===== src/rtl/decrypt_v3_pkg.sv =====
// Shared widths, FSM encoding and PRESENT S-box tables for the iterative decryptor.
package decrypt_v3_pkg;

    localparam int N_K = 80;
    localparam int N_B = 64;
    localparam int NR  = 32;

    typedef enum logic [1:0] {
        IDLE    = 2'd0,
        EXPAND  = 2'd1,
        DECRYPT = 2'd2,
        DONE    = 2'd3
    } state_t;

    localparam logic [3:0] SBOX [16] = '{
        4'hC, 4'h5, 4'h6, 4'hB, 4'h9, 4'h0, 4'hA, 4'hD,
        4'h3, 4'hE, 4'hF, 4'h8, 4'h4, 4'h7, 4'h1, 4'h2
    };

    localparam logic [3:0] INV_SBOX [16] = '{
        4'h5, 4'hE, 4'hF, 4'h8, 4'hC, 4'h1, 4'h2, 4'hD,
        4'hB, 4'h4, 4'h6, 4'h3, 4'h0, 4'h7, 4'h9, 4'hA
    };

    function automatic logic [3:0] sbox4(input logic [3:0] x);
        return SBOX[x];
    endfunction

    function automatic logic [3:0] inv_sbox4(input logic [3:0] x);
        return INV_SBOX[x];
    endfunction

endpackage


===== src/rtl/key_schedule.sv =====
// Forward PRESENT-80 key update: rotate left 61, S-box the top nibble, XOR round counter.
module key_schedule
    import decrypt_v3_pkg::*;
(
    output logic [N_K-1:0] r,
    input  logic [N_K-1:0] x,
    input  logic [4:0]     i
);

    logic [N_K-1:0] rot;

    assign rot = {x[18:0], x[79:19]};

    always_comb begin
        r          = rot;
        r[79:76]   = sbox4(rot[79:76]);
        r[19:15]   = rot[19:15] ^ i;
    end

endmodule


===== src/rtl/key_schedule_inv.sv =====
// Inverse PRESENT-80 key update: undo the counter XOR and S-box, then rotate right 61.
module key_schedule_inv
    import decrypt_v3_pkg::*;
(
    output logic [N_K-1:0] r,
    input  logic [N_K-1:0] x,
    input  logic [4:0]     i
);

    logic [N_K-1:0] y;

    always_comb begin
        y          = x;
        y[19:15]   = x[19:15] ^ i;
        y[79:76]   = inv_sbox4(x[79:76]);
    end

    assign r = {y[60:0], y[79:61]};

endmodule


===== src/rtl/decrypt_v3.sv =====
// Iterative PRESENT-80 decryptor: expands the key forward to K32, then unwinds one round per clock.
module decrypt_v3
    import decrypt_v3_pkg::*;
(
    input  logic           clk,
    input  logic           rst,
    input  logic           req,
    input  logic [N_K-1:0] k,
    input  logic [N_B-1:0] c,
    output logic [N_B-1:0] m,
    output logic           ack
);

    state_t         state_reg, state_next;
    logic [N_K-1:0] kreg_reg;
    logic [N_B-1:0] sreg_reg;
    logic [4:0]     cnt_reg;
    logic [N_B-1:0] m_reg;

    logic [N_K-1:0] key_fwd;
    logic [N_K-1:0] key_inv;
    logic [N_B-1:0] perm_inv;
    logic [N_B-1:0] sub_inv;
    logic [N_B-1:0] round_out;

    key_schedule u_key_fwd (
        .r (key_fwd),
        .x (kreg_reg),
        .i (cnt_reg)
    );

    key_schedule_inv u_key_inv (
        .r (key_inv),
        .x (kreg_reg),
        .i (cnt_reg)
    );

    // P sends bit j to 16*j mod 63, so the inverse gathers each bit back from there.
    generate
        for (genvar gi = 0; gi < 63; gi++) begin : g_inv_perm
            assign perm_inv[gi] = sreg_reg[(16 * gi) % 63];
        end
    endgenerate
    assign perm_inv[63] = sreg_reg[63];

    generate
        for (genvar gi = 0; gi < 16; gi++) begin : g_inv_sbox
            assign sub_inv[4*gi +: 4] = inv_sbox4(perm_inv[4*gi +: 4]);
        end
    endgenerate

    assign round_out = sub_inv ^ key_inv[79:16];

    always_ff @(posedge clk or negedge rst) begin
        if (!rst) begin
            state_reg <= IDLE;
        end else begin
            state_reg <= state_next;
        end
    end

    always_comb begin
        state_next = state_reg;
        case (state_reg)
            IDLE:    if (req)               state_next = EXPAND;
            EXPAND:  if (cnt_reg == 5'd31)  state_next = DECRYPT;
            DECRYPT: if (cnt_reg == 5'd1)   state_next = DONE;
            DONE:    if (!req)              state_next = IDLE;
            default:                        state_next = IDLE;
        endcase
    end

    always_comb begin
        ack = (state_reg == DONE);
    end

    always_ff @(posedge clk or negedge rst) begin
        if (!rst) begin
            kreg_reg <= '0;
            sreg_reg <= '0;
            cnt_reg  <= '0;
            m_reg    <= '0;
        end else begin
            case (state_reg)
                IDLE: begin
                    if (req) begin
                        kreg_reg <= k;
                        sreg_reg <= c;
                        cnt_reg  <= 5'd1;
                    end
                end
                EXPAND: begin
                    kreg_reg <= key_fwd;
                    // The last forward step yields K32, which whitens the ciphertext.
                    if (cnt_reg == 5'd31) begin
                        sreg_reg <= sreg_reg ^ key_fwd[79:16];
                    end else begin
                        cnt_reg <= cnt_reg + 5'd1;
                    end
                end
                DECRYPT: begin
                    kreg_reg <= key_inv;
                    sreg_reg <= round_out;
                    if (cnt_reg == 5'd1) begin
                        m_reg <= round_out;
                    end else begin
                        cnt_reg <= cnt_reg - 5'd1;
                    end
                end
                default: ;
            endcase
        end
    end

    assign m = m_reg;

endmodule


===== config.mk =====
export PLATFORM = sky130hd
export DESIGN_NAME = decrypt_v3
export DESIGN_NICKNAME = d
export VERILOG_FILES = /design/src/rtl/decrypt_v3_pkg.sv /design/src/rtl/key_schedule.sv /design/src/rtl/key_schedule_inv.sv /design/src/rtl/decrypt_v3.sv
export SDC_FILE = /design/constraint.sdc
export NUM_CORES = 1
export LEC_CHECK = 0
export BUFFER_PORTS_ARGS = -buffer_cell sky130_fd_sc_hd__buf_4
export CELL_PAD_IN_SITES_DETAIL_PLACEMENT = 2
export CELL_PAD_IN_SITES_GLOBAL_PLACEMENT = 2
export CORE_MARGIN = 2
export CORE_UTILIZATION = 25
export CTS_BUF_LIST = sky130_fd_sc_hd__clkbuf_8 sky130_fd_sc_hd__clkbuf_16
export CTS_CLUSTER_DIAMETER = 120
export CTS_CLUSTER_SIZE = 16
export DETAILED_ROUTE_END_ITERATION = 8
export HOLD_SLACK_MARGIN = 0.03
export PLACE_DENSITY_LB_ADDON = 0.15
export REMOVE_ABC_BUFFERS = 1
export SLEW_MARGIN = 20
export SYNTH_ARGS = -nofsm -noshare
export SYNTH_HDL_FRONTEND = slang
export SYNTH_HIERARCHICAL = 1
export SYNTH_SLANG_ARGS = --single-unit

===== constraint.sdc =====
create_clock -name clk -period 2.2 [get_ports clk]
set_clock_uncertainty 0.2 [all_clocks]
set_input_delay 0.33 -clock clk [delete_from_list [all_inputs] [get_ports clk]]
set_output_delay 0.33 -clock clk [all_outputs]
set_load 0.02 [all_outputs]

==> qor.yml <==
timing:
  setup_tns_ps: -748
  slew_headroom_pct: 56.9
  finalHoldViolCount: 0
  fin_crit_ps: 2300
  drv_slew: 0
  setup_viol: 30
  finalCritPeriodShare_pct: 104
  rsz0062_at_grt: "yes"
  setup_ws_ps: -96.3
  worst_slew_pin_slew_ps: 646
  max_freq_mhz: 435
clock_tree:
  cts_max_level: 1
  cts_buffer_depth: 3
  cts_sinks: 215
  cts.clk_slew.worst_paths_ps: 90
  clkLatencyLatePin_ps: 540
  numCtsBuffers: 17
  ctsRootBufferMaster: "clkbuf_16"
  cts_tree: "yes"
logic_synthesis:
  synth_top_area_share_pct: 32.3
  yosysSeqAreaShare_pct: 32.3
  synth.ff_latch_count: 215
  synthTopCellsByArea: "dfrtp_1 32%, ha_1 8.8%, a221oi_1 6.5%"
  synth_warnings: 6
  syn_area_um2: 16700
  synth-edff-count: 0
  synth_area_per_cell_um2: 9.32
  synthFlopType: "dfrtp_1"
  synthCells: 1788
  yosysTopAreaCell: "dfrtp_1"
  synth_commonest_cells: "215 x dfrtp_1, 170 x nand2_1, 143 x buf_4, 124 x a221oi_1"
  yosysMostFrequentCell: "dfrtp_1"
  synth_cell_types: 47
  async_flop_share_pct: 100
routing:
  drt_iter0_drc: 798
  totalWireLength_um: 78200
  via_count: 15458
  viasPerCell: 5.02
  ant_nets: 0
  route.detailed.drc: 0
  firstDrtPassIters: 4
  routedWlPerCell_um: 25.4
critical_path:
  cp_slowest_cell: "dfrtp_1"
  crit_required_ps: 2430
  r2r_start: "cnt_reg[0]$_DFFE_PN0P_"
  arrival_ps: 2530
  crit_chain: "ha_2 -> and3_4 -> ha_4 -> nand2b_4 -> and3_4 -> buf_12 -> clkbuf_16 -> buf_4 -> o22ai_2"
  crit_top_cell: "and3_4"
  slowest_delay_ps: 410
  path_buf_inv: 3
  start_kind: "flop"
  critPathMaxFanout: 14
  r2r_end: "sreg_reg[21]$_DFFE_PN0P_"
  cp_top_family: "simple AND/OR/NAND/NOR gates"
  cp-end-kind: "flop"
  rrSetupSlack_ps: -100
  worst-r2r-cell-count: 9
  critical_path_class: "reg -> reg"
final_layout:
  num-fill-cells: 7040
  final_util_pct: 37.3
  multi_input_area_um2: 11000
  nNetsFinal: 2480
  drive_gt1_share_pct: 42.4
  area_delta_synth_final_pct: 47.3
  antenna_cells: 0
  largest_register_ffs: 80
  seq_area_um2: 5390
placement:
  hpwl_um: 55600
  place.gp.congestion: 0.830
  portBuffers: 211
  post-place-ws_ps: -292
floorplanning:
  rows: 94
  die_area_um2: 68700
  start_util_pct: 25.3
  core_um2: 65900
  die_height_um: 262
  die_w_um: 262
  ioPinCount: 212
global_routing:
  grt_first_pass_wirelength_um: 112000
  overflow: 0
  grt_pass1_vias: 16885
  antenna_found_initial: 0
  grtUsageTotal_pct: 21.9
  grt_start_max_net_pins: 69
job:
  cap_violations: 0
worst_hold_path:
  min_path_cells: 4
  worstHoldPathType: "in -> reg"
  min_to: "sreg_reg[0]$_DFFE_PN0P_"
  hp-start: "c[0]"
status:
  status: "finished, violations left"
  violations: "negative setup slack"
==> routing by layer <==
layer | part of all wire, % | vias to the layer above | GRT usage, %
met1 | 44 | 8063 | 28.4
met5 | 0 | - | 0
met2 | 50 | 283 | 38.3
met3 | 3.1 | 92 | 2.29
met4 | 2.8 | 0 | 6.40
li1 | - | 7020 | -
==> worst reg2reg max path: stages (launching register included) <==
cell and delay [ps]:
dfrtp_1 410, ha_2 200, and3_4 180, ha_4 150
nand2b_4 150, and3_4 250, buf_12 150, clkbuf_16 180
buf_4 160, o22ai_2 180
==> metrics by stage <==
step	hold slack [ps]	cells	instance area (um^2)
after floorplan	-166	1501	14900
after global placement	121	2863	20200
after detailed placement	126	2863	20200
after CTS	31.8	3046	23100
after global routing	53.5	3081	24500
final	44.9	3081	24500
==> what timing repair did <==
action,4_1_cts,5_1_grt
gates resized for setup,173,226
buffers inserted,29,39
endpoints found under the setup margin,99,140
cloned,2,5
hold buffers,137,1
hold endpoints to repair,351,1
pin swaps,52,106
==> placed cells by master (no fill, tap or decap), types with 23 or more instances in the layout <==
cell type,count
a21oi_1,41
buf_6,51
inv_2,40
a221oi_1,83
buf_4,462
buf_12,34
o21ai_0,67
mux2_2,56
nor2_1,112
ha_1,63
inv_1,44
dlygate4sd3_1,138
xor2_1,94
a221oi_2,42
ha_4,44
o31ai_1,79
nand2_1,168
dfrtp_1,208
mux2i_1,23
mux4_2,35
==> final cells by class <==
cell class / instances / area share (%)
repair buffers: 696 / 25.9
clock inverters: 3 / 0.0663
flip-flops and latches: 215 / 22.0
inverters: 84 / 1.31
multi-input cells: 1202 / 44.6
well taps: 864 / 4.41
clock buffers: 17 / 1.73
==> kinds of logic (layout without fill, tap and decap cells) <==
logic type	Yosys count	count (layout)	share of synthesized area, %
DFF	215	215	32.3
AOI/OAI and AO/OA	432	432	18.3
adders and majority gates	117	117	8.79
xor gates and xnor gates	149	149	7.84
buffers and inverters	371	800	12.3
muxes	128	128	10.8
and+or+nand+nor	376	376	9.55
==> how the worst max path moves through the flow <==
stage	from	endpoint	slack, ps	cells past startpoint
CTS	sreg_reg[25]$_DFFE_PN0P_	sreg_reg[39]$_DFFE_PN0P_	-50	7
floorplan	state_reg[0]$_DFFE_PN0P_	cnt_reg[4]$_DFFE_PN0P_	-5180	6
global placement	sreg_reg[3]$_DFFE_PN0P_	sreg_reg[15]$_DFFE_PN0P_	-230	6
global route	sreg_reg[21]$_DFFE_PN0P_	sreg_reg[21]$_DFFE_PN0P_	-160	9
detailed placement	sreg_reg[3]$_DFFE_PN0P_	sreg_reg[15]$_DFFE_PN0P_	-290	6
finish	cnt_reg[0]$_DFFE_PN0P_	sreg_reg[21]$_DFFE_PN0P_	-100	9
Power is not shown: default switching activity piles up to over one toggle a cycle in this logic, so the estimate is an artifact.
